===== src/rtl/serial_add_ctrl_pkg.sv =====
// Shared constants for the bit-serial adder controller: FSM state codes and default width.
package serial_add_ctrl_pkg;

  localparam int unsigned DEFAULT_WIDTH = 8;

  localparam logic [1:0] ST_IDLE = 2'b00;
  localparam logic [1:0] ST_ADD  = 2'b01;
  localparam logic [1:0] ST_DONE = 2'b10;

endpackage


===== src/rtl/serial_add_ctrl_full_adder.sv =====
// 1-bit full adder: the whole arithmetic datapath of the serial adder.
module full_adder (
  input  logic a_in,
  input  logic b_in,
  input  logic c_in,
  output logic sum_out,
  output logic carry_out
);

  assign sum_out   = a_in ^ b_in ^ c_in;
  assign carry_out = (a_in & b_in) | (c_in & (a_in ^ b_in));

endmodule


===== src/rtl/serial_add_ctrl.sv =====
// Bit-serial adder controller: walks one full_adder over a WIDTH-bit operand pair, LSB first.
// Handshake: start_in is sampled only in IDLE; done_out pulses for one cycle while sum_out/carry_out hold the result.
module serial_add_ctrl
  import serial_add_ctrl_pkg::*;
#(
  parameter int unsigned WIDTH = DEFAULT_WIDTH
) (
  input  logic             clock,
  input  logic             reset,
  input  logic             start_in,
  input  logic [WIDTH-1:0] a_in,
  input  logic [WIDTH-1:0] b_in,
  input  logic             c_in,
  output logic             busy_out,
  output logic             done_out,
  output logic [WIDTH-1:0] sum_out,
  output logic             carry_out,
  output logic [1:0]       dbg_state_out
);

  localparam int unsigned CNT_W = $clog2(WIDTH);
  localparam logic [CNT_W-1:0] LAST_BIT = CNT_W'(WIDTH - 1);

  logic [1:0]       state_q, state_d;
  logic [WIDTH-1:0] a_sr_q, a_sr_d;
  logic [WIDTH-1:0] b_sr_q, b_sr_d;
  logic [WIDTH-1:0] s_sr_q, s_sr_d;
  logic             cy_q, cy_d;
  logic [CNT_W-1:0] cnt_q, cnt_d;
  logic [WIDTH-1:0] sum_q, sum_d;
  logic             cout_q, cout_d;

  logic fa_sum;
  logic fa_carry;

  full_adder u_full_adder (
    .a_in      (a_sr_q[0]),
    .b_in      (b_sr_q[0]),
    .c_in      (cy_q),
    .sum_out   (fa_sum),
    .carry_out (fa_carry)
  );

  always_ff @(posedge clock or posedge reset) begin
    if (reset) begin
      state_q <= ST_IDLE;
      a_sr_q  <= '0;
      b_sr_q  <= '0;
      s_sr_q  <= '0;
      cy_q    <= 1'b0;
      cnt_q   <= '0;
      sum_q   <= '0;
      cout_q  <= 1'b0;
    end else begin
      state_q <= state_d;
      a_sr_q  <= a_sr_d;
      b_sr_q  <= b_sr_d;
      s_sr_q  <= s_sr_d;
      cy_q    <= cy_d;
      cnt_q   <= cnt_d;
      sum_q   <= sum_d;
      cout_q  <= cout_d;
    end
  end

  always_comb begin
    state_d = state_q;
    a_sr_d  = a_sr_q;
    b_sr_d  = b_sr_q;
    s_sr_d  = s_sr_q;
    cy_d    = cy_q;
    cnt_d   = cnt_q;
    sum_d   = sum_q;
    cout_d  = cout_q;
    case (state_q)
      ST_IDLE: begin
        if (start_in) begin
          a_sr_d  = a_in;
          b_sr_d  = b_in;
          cy_d    = c_in;
          cnt_d   = '0;
          state_d = ST_ADD;
        end
      end
      ST_ADD: begin
        a_sr_d = a_sr_q >> 1;
        b_sr_d = b_sr_q >> 1;
        s_sr_d = {fa_sum, s_sr_q[WIDTH-1:1]};
        cy_d   = fa_carry;
        if (cnt_q == LAST_BIT) begin
          // Result includes the bit being summed this very cycle.
          sum_d   = {fa_sum, s_sr_q[WIDTH-1:1]};
          cout_d  = fa_carry;
          state_d = ST_DONE;
        end else begin
          cnt_d = cnt_q + CNT_W'(1);
        end
      end
      ST_DONE: state_d = ST_IDLE;
      default: state_d = ST_IDLE;
    endcase
  end

  assign busy_out      = (state_q != ST_IDLE);
  assign done_out      = (state_q == ST_DONE);
  assign sum_out       = sum_q;
  assign carry_out     = cout_q;
  assign dbg_state_out = state_q;

endmodule


===== config.mk =====
export PLATFORM = sky130hd
export DESIGN_NAME = serial_add_ctrl
export DESIGN_NICKNAME = d
export VERILOG_FILES = /design/src/rtl/serial_add_ctrl_pkg.sv /design/src/rtl/serial_add_ctrl_full_adder.sv /design/src/rtl/serial_add_ctrl.sv
export SDC_FILE = /design/constraint.sdc
export NUM_CORES = 1
export LEC_CHECK = 0
export BUFFER_PORTS_ARGS = -buffer_cell sky130_fd_sc_hd__buf_2
export CAP_MARGIN = 15
export CORE_MARGIN = 5
export CORE_UTILIZATION = 55
export DETAILED_ROUTE_END_ITERATION = 8
export HOLD_SLACK_MARGIN = 0.03
export PLACE_DENSITY_LB_ADDON = 0.08
export SKIP_CTS_REPAIR_TIMING = 1
export SYNTH_ARGS = -nofsm -noshare
export SYNTH_HDL_FRONTEND = slang
export SYNTH_SLANG_ARGS = --single-unit
export TNS_END_PERCENT = 1

===== constraint.sdc =====
create_clock -name clock -period 2 [get_ports clock]
set_input_delay 0.3 -clock clock [delete_from_list [all_inputs] [get_ports clock]]
set_output_delay 0.3 -clock clock [all_outputs]
set_load 0.05 [all_outputs]

; ---- Yosys cells after proc, flatten, opt, wreduce, memory -nomap -nowiden
; Index checks and enable logic that the tools add are counted.
[word_totals]
regBits = 39
latchBits = 0
ram_bits = 0
romBits = 0
inputBits = 20
output_inout_bits = 13
elab_cells = 39
n_memories = 0
[classes]
n_addsub = 1
multipliers = 0
n_div = 0
order_cmp = 0
eq_ne = 6
shifts = 0
mux = 12
n_bitwise = 5
n_reduce_logical = 7
[op_table]
columns = cell, n
row1 = $pmux 8 s2, 2
row2 = $mux 8, 2
row3 = $mux 3, 2
row4 = $ne 2x2->1 const B, 3
row5 = $pmux 3 s2, 1
row6 = $reduce_and 2->1, 3
row7 = $mux 2, 2
row8 = $pmux 2 s2, 1
row9 = $reduce_bool 2->1, 2
row10 = $add 3x1->3 const B, 1
row11 = $eq 3x3->1 const B, 1
row12 = $reduce_and 3->1, 1
row13 = $and 1x1->1, 2
row14 = $eq 2x1->1 const B, 1
row15 = $eq 2x2->1 const B, 1
row16 = $logic_not 2->1, 1
row17 = $pmux 1 s2, 1
row18 = $xor 1x1->1, 2
row19 = $mux 1, 1
row20 = $or 1x1->1, 1

; ---- Logic depth before layout (Yosys ltp)
; Gate-level depths: netlist of run 1.
[logic_depth]
ltp_word = 4
mapped_depth = 5

; ---- Cells and area by module
; From an unflattened synthesis of run 1, not the netlist that was laid out.
[unflattened]
cells_unflattened = 154
hier_area_um2 = 1899.3
[by_module_without_submodules]
columns = module, n_inst, cells_each, area_per_inst_um2
row1 = serial_add_ctrl, 1, 153, 1879.3
row2 = full_adder, 1, 1, 20.0

; ---- Worst setup path after synthesis of run 1
; OpenSTA, ideal clock, no wires.
[synth_timing]
kind = register to output
from = register state_q[1], in the netlist dbg_state_out[1]
to = output port done_out
t_arrival_ns = 1.904
required_time_ns = 1.700
path_slack_ns = -0.204
stages_incl_launch_ff = 5
cell_sequence = dfrtp_1 buf_2 buf_6 buf_2 nor2b_1
[synth_between]
elab_chain_len = 1
[synth_lines]
columns = element, line
row1 = "start, declared", serial_add_ctrl.sv:24  ; logic [1:0] state_q, state_d;
row2 = "start signal, assigned", serial_add_ctrl.sv:55  ; state_q <= state_d;
row3 = $eq 2x2->1, serial_add_ctrl.sv:105  ; assign done_out = (state_q == ST_DONE);
row4 = "end, declared", serial_add_ctrl.sv:15  ; output logic done_out,
; Every way passes these cells.

; ---- Worst setup path after layout of run 1
[layout_timing]
from = register state_q[1], in the netlist dbg_state_out[1]
to = output port dbg_state_out[1]
[layout_rtl]
columns = element, line
row1 = "end, declared", serial_add_ctrl.sv:18  ; output logic [1:0] dbg_state_out
; No word-level cell between the ends.

==> results of run 1 <==
metal layers:
metal | vias to the layer above | part of all wire [%] | track usage [%] | routed length, microns
li1 | 612 | - | - | -
met1 | 606 | 44 | 21.3 | 1470
met2 | 25 | 50 | 28.3 | 1680
met3 | 4 | 5.4 | 4.11 | 183
met4 | 0 | 1.0 | 6.70 | 35
met5 | - | 0 | 0 | 0
cell usage after synthesis, types with 4 or more instances:
library cell | count | area share (%)
dfrtp_1 | 38 | 51
mux2_2 | 16 | 9.7
inv_1 | 15 | 3.0
nor3b_1 | 12 | 4.9
nor4b_1 | 9 | 4.3
a211oi_1 | 8 | 3.2
buf_2 | 5 | 1.4
nand2b_1 | 5 | 1.7
o221a_2 | 5 | 3.0
or4b_1 | 5 | 2.7
buf_6 | 4 | 2.4
nor2b_1 | 4 | 1.4
final cells by class:
type | instances | share of cell area, %
clock buffer | 6 | 2.46
tap | 46 | 2.76
sequential | 38 | 45.6
timing repair buffer | 38 | 9.84
clock inverter | 2 | 0.600
inverter | 15 | 2.70
multi-input combinational | 84 | 36.0
stage by stage:
step                      area, sq um  instances  hold slack (ps)
final                            2080        229             51.9
after global routing             2080        229             87.0
after floorplan                  1850        150              477
after detailed placement         2020        221              435
after CTS                        2080        229             54.0
after global placement           2020        221              429
cell families after synthesis:
logic type / after synthesis
DFF: 38
AOI/OAI and AO/OA: 23
and+or+nand+nor: 42
buffers and inverters: 28
adders and majority gates: 3
muxes: 16
critical path: cells and delay by family (launching register included):
kind / cells / cell delay [ps]
buf+inv: 2 / 560
flops: 1 / 630
sequential cells by signal, indices dropped and copies added, names as in the netlist:
register       count
b_sr_q             8
cy_q               1
s_sr_q             7
dbg_state_out      2
sum_out            8
cnt_q              3
a_sr_q             8
carry_out          1
cell usage in the layout (no fill, tap or decap):
cell type	n
mux2_2	16
o21ba_2	1
nor3b_1	12
nor2b_2	1
clkbuf_8	1
clkinv_2	1
a211oi_1	8
a211o_1	3
ha_1	2
nor4bb_1	2
nand3b_1	1
nor2b_1	3
or4b_1	5
a21oi_1	1
clkinvlp_4	1
clkbuf_4	5
nand2b_1	5
nor2_1	1
and3_1	1
buf_4	6
o221ai_1	2
inv_1	15
a221oi_1	2
fa_1	1
buf_2	32
nand3_1	2
dfrtp_1	38
nor4b_1	9
o21bai_1	1
o221a_2	5
worst paths after layout:
path / depth (start not counted) / start / endpoint
setup reg to reg: 4 / cnt_q[0] / sum_out[6]
setup / recovery: 2 / dbg_state_out[1] / dbg_state_out[1]
min in group clock: 3 / b_in[5] / b_sr_q[5]
hold reg to reg: 1 / sum_out[4] / sum_out[4]
hold / removal: 3 / reset / sum_out[0]
max in group asynchronous: 3 / reset / cy_q
where the power goes:
part	total (mW)	switching (mW)	internal (mW)
Clock	0.420	0.251	0.169
Combinational	1.52	0.879	0.645
Sequential	1.36	0.231	1.13
==> metrics.csv, run 1 <==
metric,value,unit
outcome,finished clean,
adder-cell area share of the yosys netlist,2.44,%
Syn-to-layout area delta,12.7,%
Netlist Area Pre-Place,0.00185,sq mm
"Distinct cells, synth",28,
reg2reg setup slack,230,ps
mux contribution to synthesized area,9.74,%
final period utilization,91.3,%
"EDFF count, synth",0,
Ys Warns,0,
ys async rst share,100,%
number of max-cap violations,0,
global-route wire length before repair,5.90,mm
nets,205,
Multi-input gate area,751,sq um
Clock Pin Slew Worst Setup and Hold Paths,110,ps
DP Wirelength,2.40,mm
Post-route DRC,0,
Tot GR Track Use,17.0,%
worst vdd ir,633,uV
PortBufs,32,
Leak,0.970,nW
Final WS setup,175,ps
max-slew violation count,0,
routability cong.,0.791,
Crit. End Element,output pin,
Vias/cell,5.45,
"Clk Latency, worst-skew pair",340,ps
Num CTS Buffers,5,
CTS max path bufs,2,
Core Box Area,0.00328,sq mm
initial core utilization,56.3,%
Final Skew,11.6,ps
DR iter-0 viols,76,
Reg area,951,sq um
die width,68.0,microns
total clock sinks,38,
CP required,1700,ps
vias in the first global route,1307,
Worst-Margin Slew,852,ps
total gr overflow,0,
DIE HEIGHT,68.0,microns
post-synthesis sequential area ratio,51.4,%
simple-gate portion of the synthesized area,17.5,%
CP Class,reg -> out,
overall power,3.30,mW
XOR/XNOR Fraction of Synth Area,0,%
Yosys reg bits,38,
Cell Rows,21,
die area,0.00462,sq mm
post-synthesis compound-gate area fraction,10.8,%
slowest CP cell,dfrtp_1,
initial antenna violation count,0,
post-synthesis average cell area,12.3,sq um
Final Util,63.5,%
CP Launch Type,register,
Peak Freq,0.548,GHz
CP Data Arrival Time,1530,ps
CTS tree,yes,
Final TNS setup,0,ps
H-tree depth,2,
Total Wirelength,3.37,mm
"slowest stage delay, CP",630,ps
min Tclk post-route,1830,ps
main combinational cell family by area after synthesis,simple AND/OR/NAND/NOR gates,
DRT antenna net count,0,
Synth Net Count,173,
RSZ-0062 raised after global routing,false,
Hold Fails Final Rpt,0,
pin count of the biggest net entering global routing,39,
TritonRoute pass-1 iters,3,
worst slack at placement,219,ps
Ports,33,
Hold Path Class,in -> async,
"Max FO, Critical Path",16,
root buffer cell,clkbuf_4,
drt wl/cell,14.7,microns
final setup fails,0,
Post-synth top flop,dfrtp_1,
vias,1247,
cell count after synthesis,150,
worst-path cell chain,"buf_4, buf_2",
FILL cells,267,
fraction of layout cells with a size suffix above 1,37.7,%
final antenna diode count,0,
Cell Pwr Density,1580,mW/mm^2
worst rel slew slack,43.1,%
Note: power is estimated with default switching activity, not from simulation.
==> inputs of run 2 (changes only) <==
--- a/config.mk
+++ b/config.mk
@@ -11,7 +11,8 @@
 export CORE_UTILIZATION = 55
 export DETAILED_ROUTE_END_ITERATION = 8
 export HOLD_SLACK_MARGIN = 0.03
-export PLACE_DENSITY_LB_ADDON = 0.08
+export PLACE_DENSITY = 0.79
+export RECOVER_POWER = 50
 export SKIP_CTS_REPAIR_TIMING = 1
 export SYNTH_ARGS = -nofsm -noshare
 export SYNTH_HDL_FRONTEND = slang
==> constraint.sdc (replaced) <==
create_clock -name clock -period 2 [get_ports clock]
set_input_delay 0.3 -clock clock [delete_from_list [all_inputs] [get_ports clock]]
set_output_delay 0.3 -clock clock [all_outputs]
set_load 0.01 [all_outputs]
==> run 2 against run 1 <==
  * Power is 2.3% lower
  * Worst hold slack improved by 150 ps
  * Clock skew decreased by 0.75 ps
  * Critical endpoint is now busy_out
  * Critical path type unchanged
  * Highest routed layer unchanged
==> metrics.csv, run 2 (synthesized netlist as in run 1, its figures left out) <==
metric,value,unit,change
outcome,finished clean,,unchanged
Worst-Margin Slew,905,ps,was 852 ps
Num CTS Buffers,5,,unchanged
Peak Freq,0.555,GHz,was 0.548 GHz
TritonRoute pass-1 iters,4,,was 3
DP Wirelength,2.52,mm,was 2.40 mm
Hold Path Class,in -> async,,unchanged
PortBufs,32,,unchanged
r2r worst-path depth,4,,unchanged
max-slew violation count,0,,unchanged
Syn-to-layout area delta,14.7,%,was 12.7%
CP required,1700,ps,about the same
Cell Pwr Density,1520,mW/mm^2,was 1580 mW/mm^2
Tot GR Track Use,18.1,%,was 17.0%
final antenna diode count,0,,unchanged
Leak,0.975,nW,was 0.970 nW
Vias/cell,5.66,,was 5.45
reg-to-reg startpoint,cnt_q[0],,unchanged
Final TNS setup,0,ps,unchanged
Total Wirelength,3.51,mm,was 3.37 mm
FILL cells,264,,was 267
final period utilization,90.1,%,was 91.3%
overall power,3.23,mW,was 3.30 mW
Post-route DRC,0,,unchanged
Non-Filler Instances,229,,unchanged
final setup fails,0,,unchanged
Hold Fails Final Rpt,0,,unchanged
drt wl/cell,15.3,microns,was 14.7 microns
DRT antenna net count,0,,unchanged
root buffer cell,clkbuf_4,,unchanged
vias,1296,,was 1247
RSZ-0062 raised after global routing,false,,unchanged
min Tclk post-route,1800,ps,was 1830 ps
"commonest cells after routing, fill and taps aside","dfrtp_1, buf_2, mux2_2, inv_1, nor3b_1",,unchanged
Cell Rows,21,,unchanged
CP Launch Point,dbg_state_out[0],,was dbg_state_out[1]
nets,205,,unchanged
"Clk Latency, worst-skew pair",350,ps,was 340 ps
CP Data Arrival Time,1500,ps,was 1530 ps
die area,0.00462,sq mm,unchanged
worst rel slew slack,39.7,%,was 43.1%
"most common cell after layout, fill and taps aside",dfrtp_1,,unchanged
die width,68.0,microns,unchanged
"Max FO, Critical Path",16,,unchanged
CP Launch Type,register,,unchanged
worst vdd ir,693,uV,was 633 uV
Hold Slack,206,ps,was 51.9 ps
H-tree depth,2,,unchanged
routability cong.,0.709,,was 0.791
total gr overflow,0,,unchanged
CTS tree,yes,,unchanged
total clock sinks,38,,unchanged
Core Box Area,0.00328,sq mm,unchanged
fraction of layout cells with a size suffix above 1,34.4,%,was 37.7%
number of max-cap violations,0,,unchanged
Final Skew,10.8,ps,was 11.6 ps
global-route wire length before repair,6.18,mm,was 5.90 mm
pin count of the biggest net entering global routing,39,,unchanged
CP Class,reg -> out,,unchanged
Clock Pin Slew Worst Setup and Hold Paths,120,ps,was 110 ps
Placed Cells,221,,unchanged
initial antenna violation count,0,,unchanged
Ports,33,,unchanged
CTS max path bufs,2,,unchanged
initial core utilization,56.3,%,unchanged
Crit. End Element,output pin,,unchanged
DR iter-0 viols,53,,was 76
DIE HEIGHT,68.0,microns,unchanged
vias in the first global route,1350,,was 1307
[run 2: critical path: stages (launching register included)]
cell     delay (ps)
dfrtp_2         510
buf_4           210
nor2_1          220
inv_1            60
buf_2           140
[run 2: metal layers]
layer / track usage (%) / part of all wire (%)
met5: 0 / 0
met4: 5.96 / 1.5
met3: 5.75 / 5.5
met2: 30.4 / 51
met1: 22.0 / 42
[run 2: worst paths after layout]
path                       slack [ps]               end
min                               210        sum_out[4]
min reg2reg                       510        sum_out[3]
min in group clock                260              cy_q
max                               200          busy_out
max reg2reg                       220        sum_out[6]
max in group asynchronous        1190  dbg_state_out[0]
[run 2: area by class of cell]
type	count	area [sq um]	area share [%]
Timing Repair Buffer	38	195	9.20
Inverter	15	56.3	2.65
Tap cell	46	57.6	2.71
Clock buffer	6	51.3	2.42
Sequential cell	38	952	44.9
Clock inverter	2	60.1	2.83
Multi-Input combinational cell	84	748	35.3
[run 2: power by group]
group	leakage [nW]	total [mW]	internal [mW]	switching (mW)
clock network	0.0585	0.689	0.423	0.266
logic	0.472	1.17	0.625	0.549
registers	0.445	1.37	1.13	0.236
[run 2: stage by stage]
| step | cell area [sq um] | setup slack [ps] | utilization (%) |
|---|---|---|---|
| 6_report | 2120 | 199 | 64.6 |
| 5_1_grt | 2120 | 74.4 | 64.6 |
| 4_1_cts | 2130 | 134 | 64.8 |
| 3_5_place_dp | 2020 | 206 | 61.4 |
| 3_3_place_gp | 2020 | 317 | 61.4 |
| 2_1_floorplan | 1850 | 520 | - |
==> inputs of run 3 (changes only) <==
--- a/config.mk
+++ b/config.mk
@@ -13,6 +13,7 @@
 export HOLD_SLACK_MARGIN = 0.03
 export PLACE_DENSITY = 0.79
 export RECOVER_POWER = 50
+export SETUP_SLACK_MARGIN = 0.3
 export SKIP_CTS_REPAIR_TIMING = 1
 export SYNTH_ARGS = -nofsm -noshare
 export SYNTH_HDL_FRONTEND = slang
==> run 3 against run 2 <==
  * Worst setup slack better by 75 ps
  * Clock skew down 2.9 ps
  * Sequential power about the same
  * Non-clock buffer count up 2
  * Largest power group unchanged
  * Largest cell class unchanged
  * Final area up 0.83%
  * Critical path type unchanged
  * Count of clock-buffer cells in the layout unchanged
==> metrics.csv, run 3 (synthesized netlist as in run 1, its figures left out) <==
metric,value,unit,change
slowest CP cell,dfrtp_2,,unchanged
final setup fails,0,,unchanged
"Max FO, Critical Path",16,,unchanged
vias in the first global route,1350,,unchanged
Peak Freq,0.579,GHz,was 0.555 GHz
reg2reg setup slack,380,ps,was 220 ps
Hold Slack,211,ps,was 206 ps
DR iter-0 viols,53,,unchanged
routability cong.,0.709,,unchanged
Final Skew,7.96,ps,was 10.8 ps
initial antenna violation count,0,,unchanged
Syn-to-layout area delta,15.6,%,was 14.7%
Final TNS setup,0,ps,unchanged
Hold Fails Final Rpt,0,,unchanged
met2 layer usage reported by global route,30.4,%,unchanged
vias,1291,,was 1296
"slowest stage delay, CP",510,ps,about the same
Area after DPL,0.00202,sq mm,unchanged
CTS max path bufs,2,,unchanged
Core Box Area,0.00328,sq mm,unchanged
Total Wirelength,3.51,mm,about the same
Cell Pwr Density,1520,mW/mm^2,about the same
DIE HEIGHT,68.0,microns,unchanged
pin count of the biggest net entering global routing,39,,unchanged
outcome,finished clean,,unchanged
Vias/cell,5.59,,was 5.66
worst-path cell chain,"buf_4, nor2_2, inv_1, buf_2",,"was buf_4, nor2_1, inv_1, buf_2"
Tot GR Track Use,18.1,%,unchanged
worst vdd ir,697,uV,was 693 uV
max-slew violation count,0,,unchanged
DP Wirelength,2.52,mm,unchanged
RSZ-0062 raised after global routing,true,,was false
min Tclk post-route,1730,ps,was 1800 ps
"most common cell after layout, fill and taps aside",dfrtp_1,,unchanged
TritonRoute pass-1 iters,4,,unchanged
CP required,1700,ps,about the same
CP Launch Type,register,,unchanged
final antenna diode count,0,,unchanged
Final WS setup,274,ps,was 199 ps
FILL cells,263,,was 264
CP Data Arrival Time,1430,ps,was 1500 ps
Post-route DRC,0,,unchanged
"commonest cells after routing, fill and taps aside","dfrtp_1, buf_2, mux2_2, inv_1, nor3b_1",,unchanged
PortBufs,32,,unchanged
Ports,33,,unchanged
nets,207,,was 205
Leak,0.983,nW,was 0.975 nW
Worst-Margin Slew,913,ps,was 905 ps
H-tree depth,2,,unchanged
global-route wire length before repair,6.18,mm,unchanged
total gr overflow,0,,unchanged
Multi-input gate area,751,sq um,was 748 sq um
GRT met1 Usage,22.0,%,unchanged
"Clk Latency, worst-skew pair",350,ps,about the same
die area,0.00462,sq mm,unchanged
DRT antenna net count,0,,unchanged
CP Class,reg -> out,,unchanged
Crit. End Element,output pin,,unchanged
final period utilization,86.3,%,was 90.1%
root buffer cell,clkbuf_4,,unchanged
initial core utilization,56.3,%,unchanged
Num CTS Buffers,5,,unchanged
Clock Pin Slew Worst Setup and Hold Paths,120,ps,about the same
worst slack at placement,206,ps,unchanged
met3 Use GR,5.75,%,unchanged
overall power,3.24,mW,was 3.23 mW
drt wl/cell,15.2,microns,was 15.3 microns
CTS tree,yes,,unchanged
worst rel slew slack,39.2,%,was 39.7%
Cell Rows,21,,unchanged
die width,68.0,microns,unchanged
Post-Layout Inst Area,0.00214,sq mm,was 0.00212 sq mm
Hold Path Class,in -> async,,unchanged
number of max-cap violations,0,,unchanged
fraction of layout cells with a size suffix above 1,35.7,%,was 34.4%
total clock sinks,38,,unchanged
busiest grt layer,met2,,unchanged
Reg area,952,sq um,unchanged
run 3: metrics by stage:
step | cells | util, %
6_report | 231 | 65.1
3_3_place_gp | 221 | 61.4
4_1_cts | 229 | 64.8
5_1_grt | 231 | 65.1
3_5_place_dp | 221 | 61.4
2_1_floorplan | 150 | -
run 3: final cells by class:
| type | instances | share of cell area (%) |
|---|---|---|
| Tap cell | 46 | 2.69 |
| Sequential cell | 38 | 44.5 |
| Timing Repair Buffer | 40 | 9.83 |
| Clock inverter | 2 | 2.81 |
| Clock buffer | 6 | 2.40 |
| Inverter | 15 | 2.63 |
| Multi-Input combinational cell | 84 | 35.1 |
run 3: power breakdown:
| part | internal (mW) | total (mW) | switching, mW |
|---|---|---|---|
| Sequential | 1.13 | 1.37 | 0.236 |
| Clock | 0.423 | 0.688 | 0.265 |
| Combinational | 0.632 | 1.19 | 0.555 |
| Total | 2.19 | 3.24 | 1.06 |
run 3: routing by layer:
metal	routed length [microns]	vias to the layer above
li1	-	613
met1	1510	643
met2	1760	29
met3	184	6
met4	53	0
met5	0	-
run 3: final timing paths:
check                      depth (start not counted)        startpoint                to
min in group clock                                 3              c_in              cy_q
max reg2reg                                        5          cnt_q[0]        sum_out[6]
max                                                4  dbg_state_out[0]          busy_out
min                                                3             reset        sum_out[4]
min reg2reg                                        1        sum_out[3]        sum_out[3]
max in group asynchronous                          3             reset  dbg_state_out[0]
run 3: worst max-delay path, delay by kind of cell, from the launching register on:
family / cells / cell delay [ps]
buf+inv: 3 / 400
flops: 1 / 510
simple gates: 1 / 160
